File: src/rtl/mem_copy_master.sv
// Copies LEN bytes SRC->DST through one arbiter port, one read then one write per byte.
// Latency: first request the cycle after start; back-to-back requests; done/err one cycle after FIN/ABORT entry.
// Backpressure: each request holds until acq; TIMEOUT cycles without acq aborts the copy.
module mem_copy_master #(
  parameter int AW      = 8,
  parameter int DW      = 8,
  parameter int TIMEOUT = 255
) (
  input  logic          i_clk,
  input  logic          i_rst,
  input  logic          i_start,
  input  logic [AW-1:0] i_src_addr,
  input  logic [AW-1:0] i_dst_addr,
  input  logic [7:0]    i_len,
  output logic          o_rden,
  output logic          o_wren,
  output logic [AW-1:0] o_address,
  output logic [DW-1:0] o_din,
  input  logic          i_acq,
  input  logic [DW-1:0] i_dq,
  output logic          o_busy,
  output logic          o_done,
  output logic          o_err,
  output logic [7:0]    o_xfer_cnt
);

  typedef enum logic [2:0] {
    S_IDLE,
    S_RD_REQ,
    S_WR_REQ,
    S_FIN,
    S_ABORT
  } state_t;

  // Last wait-counter value before a request is declared dead.
  localparam logic [7:0] LP_WAIT_LAST = 8'(TIMEOUT - 1);

  state_t        r_state, w_state_nxt;
  logic [AW-1:0] r_src, w_src_nxt;
  logic [AW-1:0] r_dst, w_dst_nxt;
  logic [AW-1:0] r_address, w_address_nxt;
  logic [DW-1:0] r_din, w_din_nxt;
  logic [7:0]    r_rem, w_rem_nxt;
  logic [7:0]    r_xfer_cnt, w_xfer_cnt_nxt;
  logic [7:0]    r_wait, w_wait_nxt;
  logic          r_rden, w_rden_nxt;
  logic          r_wren, w_wren_nxt;
  logic          r_busy, w_busy_nxt;
  logic          r_done, w_done_nxt;
  logic          r_err, w_err_nxt;

  // State and every output register; reset forces all to zero / IDLE.
  always_ff @(posedge i_clk) begin
    if (i_rst) begin
      r_state    <= S_IDLE;
      r_src      <= '0;
      r_dst      <= '0;
      r_address  <= '0;
      r_din      <= '0;
      r_rem      <= '0;
      r_xfer_cnt <= '0;
      r_wait     <= '0;
      r_rden     <= 1'b0;
      r_wren     <= 1'b0;
      r_busy     <= 1'b0;
      r_done     <= 1'b0;
      r_err      <= 1'b0;
    end else begin
      r_state    <= w_state_nxt;
      r_src      <= w_src_nxt;
      r_dst      <= w_dst_nxt;
      r_address  <= w_address_nxt;
      r_din      <= w_din_nxt;
      r_rem      <= w_rem_nxt;
      r_xfer_cnt <= w_xfer_cnt_nxt;
      r_wait     <= w_wait_nxt;
      r_rden     <= w_rden_nxt;
      r_wren     <= w_wren_nxt;
      r_busy     <= w_busy_nxt;
      r_done     <= w_done_nxt;
      r_err      <= w_err_nxt;
    end
  end

  // Next-state and next-output computation; registers hold unless a state acts on them.
  always_comb begin
    w_state_nxt    = r_state;
    w_src_nxt      = r_src;
    w_dst_nxt      = r_dst;
    w_address_nxt  = r_address;
    w_din_nxt      = r_din;
    w_rem_nxt      = r_rem;
    w_xfer_cnt_nxt = r_xfer_cnt;
    w_wait_nxt     = r_wait;
    w_rden_nxt     = r_rden;
    w_wren_nxt     = r_wren;
    w_busy_nxt     = r_busy;
    w_done_nxt     = 1'b0;
    w_err_nxt      = 1'b0;

    case (r_state)
      S_IDLE: begin
        if (i_start) begin
          w_src_nxt      = i_src_addr;
          w_dst_nxt      = i_dst_addr;
          w_rem_nxt      = i_len;
          w_xfer_cnt_nxt = '0;
          w_wait_nxt     = '0;
          w_busy_nxt     = 1'b1;
          if (i_len == 8'd0) begin
            w_state_nxt = S_FIN;
          end else begin
            w_state_nxt   = S_RD_REQ;
            w_rden_nxt    = 1'b1;
            w_address_nxt = i_src_addr;
          end
        end
      end

      S_RD_REQ: begin
        if (i_acq) begin
          w_din_nxt     = i_dq;
          w_rden_nxt    = 1'b0;
          w_wren_nxt    = 1'b1;
          w_address_nxt = r_dst;
          w_src_nxt     = r_src + AW'(1);
          w_wait_nxt    = '0;
          w_state_nxt   = S_WR_REQ;
        end else if (r_wait == LP_WAIT_LAST) begin
          w_rden_nxt  = 1'b0;
          w_state_nxt = S_ABORT;
        end else begin
          w_wait_nxt = r_wait + 8'd1;
        end
      end

      S_WR_REQ: begin
        if (i_acq) begin
          w_wren_nxt     = 1'b0;
          w_dst_nxt      = r_dst + AW'(1);
          w_rem_nxt      = r_rem - 8'd1;
          w_xfer_cnt_nxt = r_xfer_cnt + 8'd1;
          w_wait_nxt     = '0;
          if (r_rem == 8'd1) begin
            w_state_nxt = S_FIN;
          end else begin
            // src was already advanced when the read completed.
            w_rden_nxt    = 1'b1;
            w_address_nxt = r_src;
            w_state_nxt   = S_RD_REQ;
          end
        end else if (r_wait == LP_WAIT_LAST) begin
          w_wren_nxt  = 1'b0;
          w_state_nxt = S_ABORT;
        end else begin
          w_wait_nxt = r_wait + 8'd1;
        end
      end

      S_FIN: begin
        w_done_nxt  = 1'b1;
        w_busy_nxt  = 1'b0;
        w_state_nxt = S_IDLE;
      end

      S_ABORT: begin
        w_err_nxt   = 1'b1;
        w_busy_nxt  = 1'b0;
        w_rden_nxt  = 1'b0;
        w_wren_nxt  = 1'b0;
        w_state_nxt = S_IDLE;
      end

      default: begin
        w_state_nxt = S_IDLE;
      end
    endcase
  end

  assign o_rden     = r_rden;
  assign o_wren     = r_wren;
  assign o_address  = r_address;
  assign o_din      = r_din;
  assign o_busy     = r_busy;
  assign o_done     = r_done;
  assign o_err      = r_err;
  assign o_xfer_cnt = r_xfer_cnt;

endmodule

File: config.mk
export PLATFORM = sky130hd
export DESIGN_NAME = mem_copy_master
export DESIGN_NICKNAME = d
export VERILOG_FILES = /design/src/rtl/mem_copy_master.sv
export SDC_FILE = /design/constraint.sdc
export NUM_CORES = 1
export LEC_CHECK = 0
export CORE_MARGIN = 2
export CORE_UTILIZATION = 43
export DETAILED_ROUTE_END_ITERATION = 8
export PLACE_DENSITY = 0.7
export SKIP_CTS_REPAIR_TIMING = 1
export SYNTH_ARGS = -nofsm -noshare
export SYNTH_HDL_FRONTEND = slang
export SYNTH_SLANG_ARGS = --single-unit
File: constraint.sdc
create_clock -name i_clk -period 1.74 [get_ports i_clk]
set_clock_uncertainty 0.05 [all_clocks]
set_input_delay 0.348 -clock i_clk [delete_from_list [all_inputs] [get_ports i_clk]]
set_output_delay 0.348 -clock i_clk [all_outputs]
set_load 0.02 [all_outputs]
# --- Yosys cells after proc, flatten, opt, wreduce, memory -nomap -nowiden ---
# Cells that the tools add are included.
word_totals:
  reg_bits: 64
  input_bits: 36
  wordCells: 92
classes:
  addsub: 5
  n_eq_ne: 14
  muxes: 41
  n_reduce_logical: 19
ops:
  columns: ["op", "count"]
  rows:
  - ["two-way mux 8 bit", 15]
  - ["one-hot mux 8 bit (2 select lines)", 5]
  - ["adder 8 x 1 -> 8 bit, second input constant", 4]
  - ["one-hot mux 8 bit (3 select lines)", 1]
  - ["two-way mux 3 bit", 4]
  - ["AND reduction 3 bit", 4]
  - ["AND reduction 6 bit", 2]
  - ["two-way mux 1 bit", 10]
  - ["!= test 2 bit, second input constant", 5]
  - ["!= test 3 bit, second input constant", 3]
  - ["one-hot mux 3 bit (3 select lines)", 1]
  - ["equality test 8 x 1 -> 1 bit, second input constant", 1]
  - ["equality test 8 bit, second input constant", 1]
  - ["logical NOT 8 bit", 1]
  - ["nonzero test 2 bit", 4]
  - ["subtractor 8 x 1 -> 8 bit, second input constant", 1]
  - ["equality test 3 x 2 -> 1 bit, second input constant", 2]
  - ["nonzero test 3 bit", 2]
  - ["two-way mux 2 bit", 2]
  - ["one-hot mux 1 bit (4 select lines)", 1]
  - ["AND reduction 2 bit", 2]
  - ["nonzero test 4 bit", 1]
  - ["OR reduction 2 bit", 2]
  - ["equality test 3 x 1 -> 1 bit, second input constant", 1]
  - ["other kinds (4)", 4]

# --- Depth between registers and ports, before layout ---
depth:
  ltp_word: 4
  depth_mapped: 7

# --- Worst setup path before layout ---
# OpenSTA, ideal clock, no wires.
synth_timing:
  path_type: "register to register"
  startpoint: "register r_rem[0]"
  endpoint: "register r_address[0], in the netlist o_address[0]"
  setup_ps: 121
  arrival_time_ps: 1722
  required_ps: 1569
  slack_ps: -153
  path_stages_with_launch: 7
  path_buffers: 1
  period_less_slack_ps: 1893
  path_cell_list: "dfxtp_1 ha_1 or4b_1 o21ai_1 a211o_1 buf_4 mux2_2"
synth_via:
  elab_chain_cells: 3
synth_rtl:
  columns: ["item", "line_no", "text"]
  rows:
  - ["start, declared", "43", "logic [7:0] r_rem, w_rem_nxt;"]
  - ["start signal, assigned", "74", "r_rem <= w_rem_nxt;"]
  - ["equality test 8 x 1 -> 1 bit", "144", "if (r_rem == 8'd1) begin"]
  - ["!= test 2 bit (no source line)", null, null]
  - ["AND reduction 6 bit (no source line)", null, null]
  - ["end signal, assigned", "72", "r_address <= w_address_nxt;"]
  - ["end, declared", "41", "logic [AW-1:0] r_address, w_address_nxt;"]
# Every way passes these cells.
# A chain may end at the register's enable or synchronous reset.

# --- Worst setup path after layout ---
layout_timing:
  startpoint: "register r_rem[1]"
  endpoint: "register r_address[3], in the netlist o_address[3]"
# The elaborated chain is that of the path after synthesis.

==> flow_summary.toml <==
[synthesis]
synthArstFlopShare_pct = 0
avgSynthCellArea_um2 = 7.94
ys_ff_latch = 64
syn_area_mm2 = 0.00355
synth_edf_count = 0
synthCells = 447
ys.warnings.count = 0
synth_ff_type = "dfxtp_1"
ys_seq_area_share_pct = 36.1
yosysUniqueCellTypes = 56
synth_nets = 490

[flow_run]
maxCapViolations = 0

[power_and_ir_drop]
seq_power_share_pct = 41.4
p_switching_mw = 1.16
p_int_mw = 2.82
leakage_nw = 2.31
clockPowerShare_pct = 33.2
swShare_pct = 29.2
peakVddDrop_mv = 0.508
total_power_mw = 3.98
powerDensity_mw_per_mm2 = 727
comb_power_share_pct = 25.4

[cells_and_area]
synthToLayoutAreaGrowth_pct = 54.4
drive_above_1_share_pct = 29.4
fin_cells = 697
fin_util_pct = 67.7
nets = 630
n_antenna_cell = 0

[critical_path]
critPathMaxFanout = 8
reg2reg_depth = 7
arrival_ns = 2.07
crit_type = "flip-flop to flip-flop"
worstSetupStartpointType = "flip-flop"
cp-end-kind = "flip-flop"
crit_required_ns = 1.92

[min_path]
hold_path.class = "input pin to flip-flop"
holdPathStages = 2

[status]
failed_checks = "negative setup slack"
status = "complete, but fails checks"

[drt]
routed_wl_um = 11000
vias = 3992
drc_errors = 0
ant_nets = 0
drt_iter0_drc = 203
routed_via_density = 5.73
detail_route.first_pass.iterations = 5
wl_per_cell_um = 15.8

[global_route]
grt_usage_pct = 23.0
grt_pass1_vias = 3565
use_met2_pct = 37.2
use_met1_pct = 30.4
grt_pass1_wl_um = 16500
grt-ovfl-total = 0
antenna_found_initial = 0
grt_max_degree = 27
use_met3_pct = 4.47
grt_most_used_layer = "met2"

[sta]
max_freq_mhz = 531
period_share_pct = 108
finalHoldViolCount = 0
setup_viol = 9
worst_pin_slew_ns = 0.506
final.min_clock_period_ns = 1.88
worst_hold_slack_ns = 0.243
maxSlewViolCount = 0
slew_headroom_pct = 65.3
grt_setup_unrepaired = "yes"
fin_ws_ns = -0.144
tns_ns = -1.14

[clocking]
cts_made_buffers = 9
clock_sinks = 64
cts_tree = "done"
clock-root-buffer = "clkbuf_8"
cts-htree-levels = 3
clock_path_buffers = 2
clock_latency_ns = 0.34
path_clk_slew_ns = 0.07

[die]
floorplan.initialDensity_pct = 43.9
die_h_um = 94.9
die_area_mm2 = 0.00900
coreArea_mm2 = 0.00809
die_w_um = 94.9
rows = 33
ios = 65

[placed_design]
dp_hpwl_um = 7390
gp_congestion = 0.871
io_buffers = 64
place_inst = 665
## final timing paths
kind                                from           end  slack (ns)
worst max-delay path            r_rem[1]  o_address[3]       -0.14
worst min-delay path               i_rst      o_din[6]        0.24
worst max register to register  r_rem[1]  o_address[3]       -0.14
worst min register to register  o_din[7]      o_din[7]        0.40
## routing by layer
metal  wire (µm)  up-vias
li1            -     1921
met1        4990     1947
met2        5350      108
met3         510       16
met4         163        0
met5           0        -
## cells in the final DEF, fill, tap and decap left out, drive strengths merged, types with 3 or more instances in the layout
cell and count:
a211oi 11, a21o 4, a21oi 51, a22oi 10, a311oi 4, and2 13, and3 3, buf 95
clkbuf 13, clkdlybuf4s50 46, dfxtp 64, dlymetal6s2s 17, ha 7, inv 7, mux2 10, mux2i 4
nand2 46, nand2b 5, nand3 24, nand4 6, nor2 27, nor2b 9, nor3 9, nor3b 8
nor4 9, o21ai 38, o31ai 3, or3 8, or4 5, xnor2 4
## power groups by stage
stage               combinational [mW]  clock, mW  sequential (mW)
floorplan                        0.450          0             1.71
global placement                 0.908          0             1.67
detailed placement               0.927          0             1.67
CTS                              0.932       1.33             1.64
global route                      1.09       1.39             1.66
finish                            1.01       1.32             1.65
## layout make-up
cell class / instances / area (µm²)
fill: 662 / 2610
multi-input combinational: 347 / 2360
timing repair buffer: 158 / 1470
sequential: 64 / 1290
clock buffer: 13 / 159
tap: 105 / 131
clock inverter: 3 / 40.0
inverter: 7 / 26.3
## synth_stat cells (3+ instances only)
| master | n | area, µm² |
|---|---|---|
| nor2b_1 | 9 | 56.3 |
| a22oi_1 | 10 | 75.1 |
| nand4_1 | 6 | 37.5 |
| a21o_1 | 4 | 30.0 |
| o21ai_0 | 37 | 185 |
| nor2_1 | 26 | 97.6 |
| inv_1 | 7 | 26.3 |
| nor4_1 | 9 | 56.3 |
| a311oi_1 | 4 | 35.0 |
| nand2b_1 | 5 | 31.3 |
| ha_1 | 7 | 87.6 |
| nand3_1 | 24 | 120 |
| or4_1 | 5 | 37.5 |
| mux2i_1 | 4 | 40.0 |
| and2_0 | 8 | 50.1 |
| clkbuf_1 | 12 | 45.0 |
| a21oi_1 | 51 | 255 |
| mux2_2 | 10 | 113 |
| xnor2_1 | 4 | 35.0 |
| buf_4 | 3 | 22.5 |
| o31ai_1 | 3 | 22.5 |
| dfxtp_1 | 64 | 1280 |
| and2_1 | 5 | 31.3 |
| buf_2 | 12 | 60.1 |
| nor3b_1 | 6 | 45.0 |
| or3_1 | 8 | 50.1 |
| and3_1 | 3 | 18.8 |
| nand2_1 | 46 | 173 |
| nor3_1 | 8 | 40.0 |
| a211oi_1 | 11 | 82.6 |
## cell families (layout without fill, tap and decap cells)
| group | Yosys count | after routing | share of synthesized area, % |
|---|---|---|---|
| mux | 14 | 14 | 4.30 |
| xor+xnor | 6 | 6 | 1.48 |
| simple gates | 181 | 181 | 27.4 |
| fa+ha+maj | 7 | 7 | 2.47 |
| buf+inv | 36 | 181 | 4.55 |
| flops | 64 | 64 | 36.1 |
| compound gates | 139 | 139 | 23.7 |
## sequential cells by signal, indices dropped and copies added, names as in the netlist
register / flops
o_wren: 1
o_xfer_cnt: 8
r_src: 8
o_err: 1
r_rem: 8
r_wait: 8
r_dst: 8
r_state: 3
o_din: 8
o_rden: 1
o_done: 1
o_busy: 1
o_address: 8
## worst max-delay path, stage by stage, from the launching register on
cell and delay (ns):
dfxtp_2 0.32, inv_2 0.07, ha_4 0.12, or4b_4 0.46
o21ai_4 0.14, a211o_1 0.18, buf_12 0.15, mux2_4 0.29
## per-stage QoR
stage                     instance area [µm²]  worst slack [ns]
after floorplan                          3590            -0.112
after global placement                   4840            -0.538
after detailed placement                 4840            -0.580
after CTS                                5040            -0.229
after global routing                     5480            -0.237
final                                    5480            -0.144
Power figures use the tool's default switching activity.
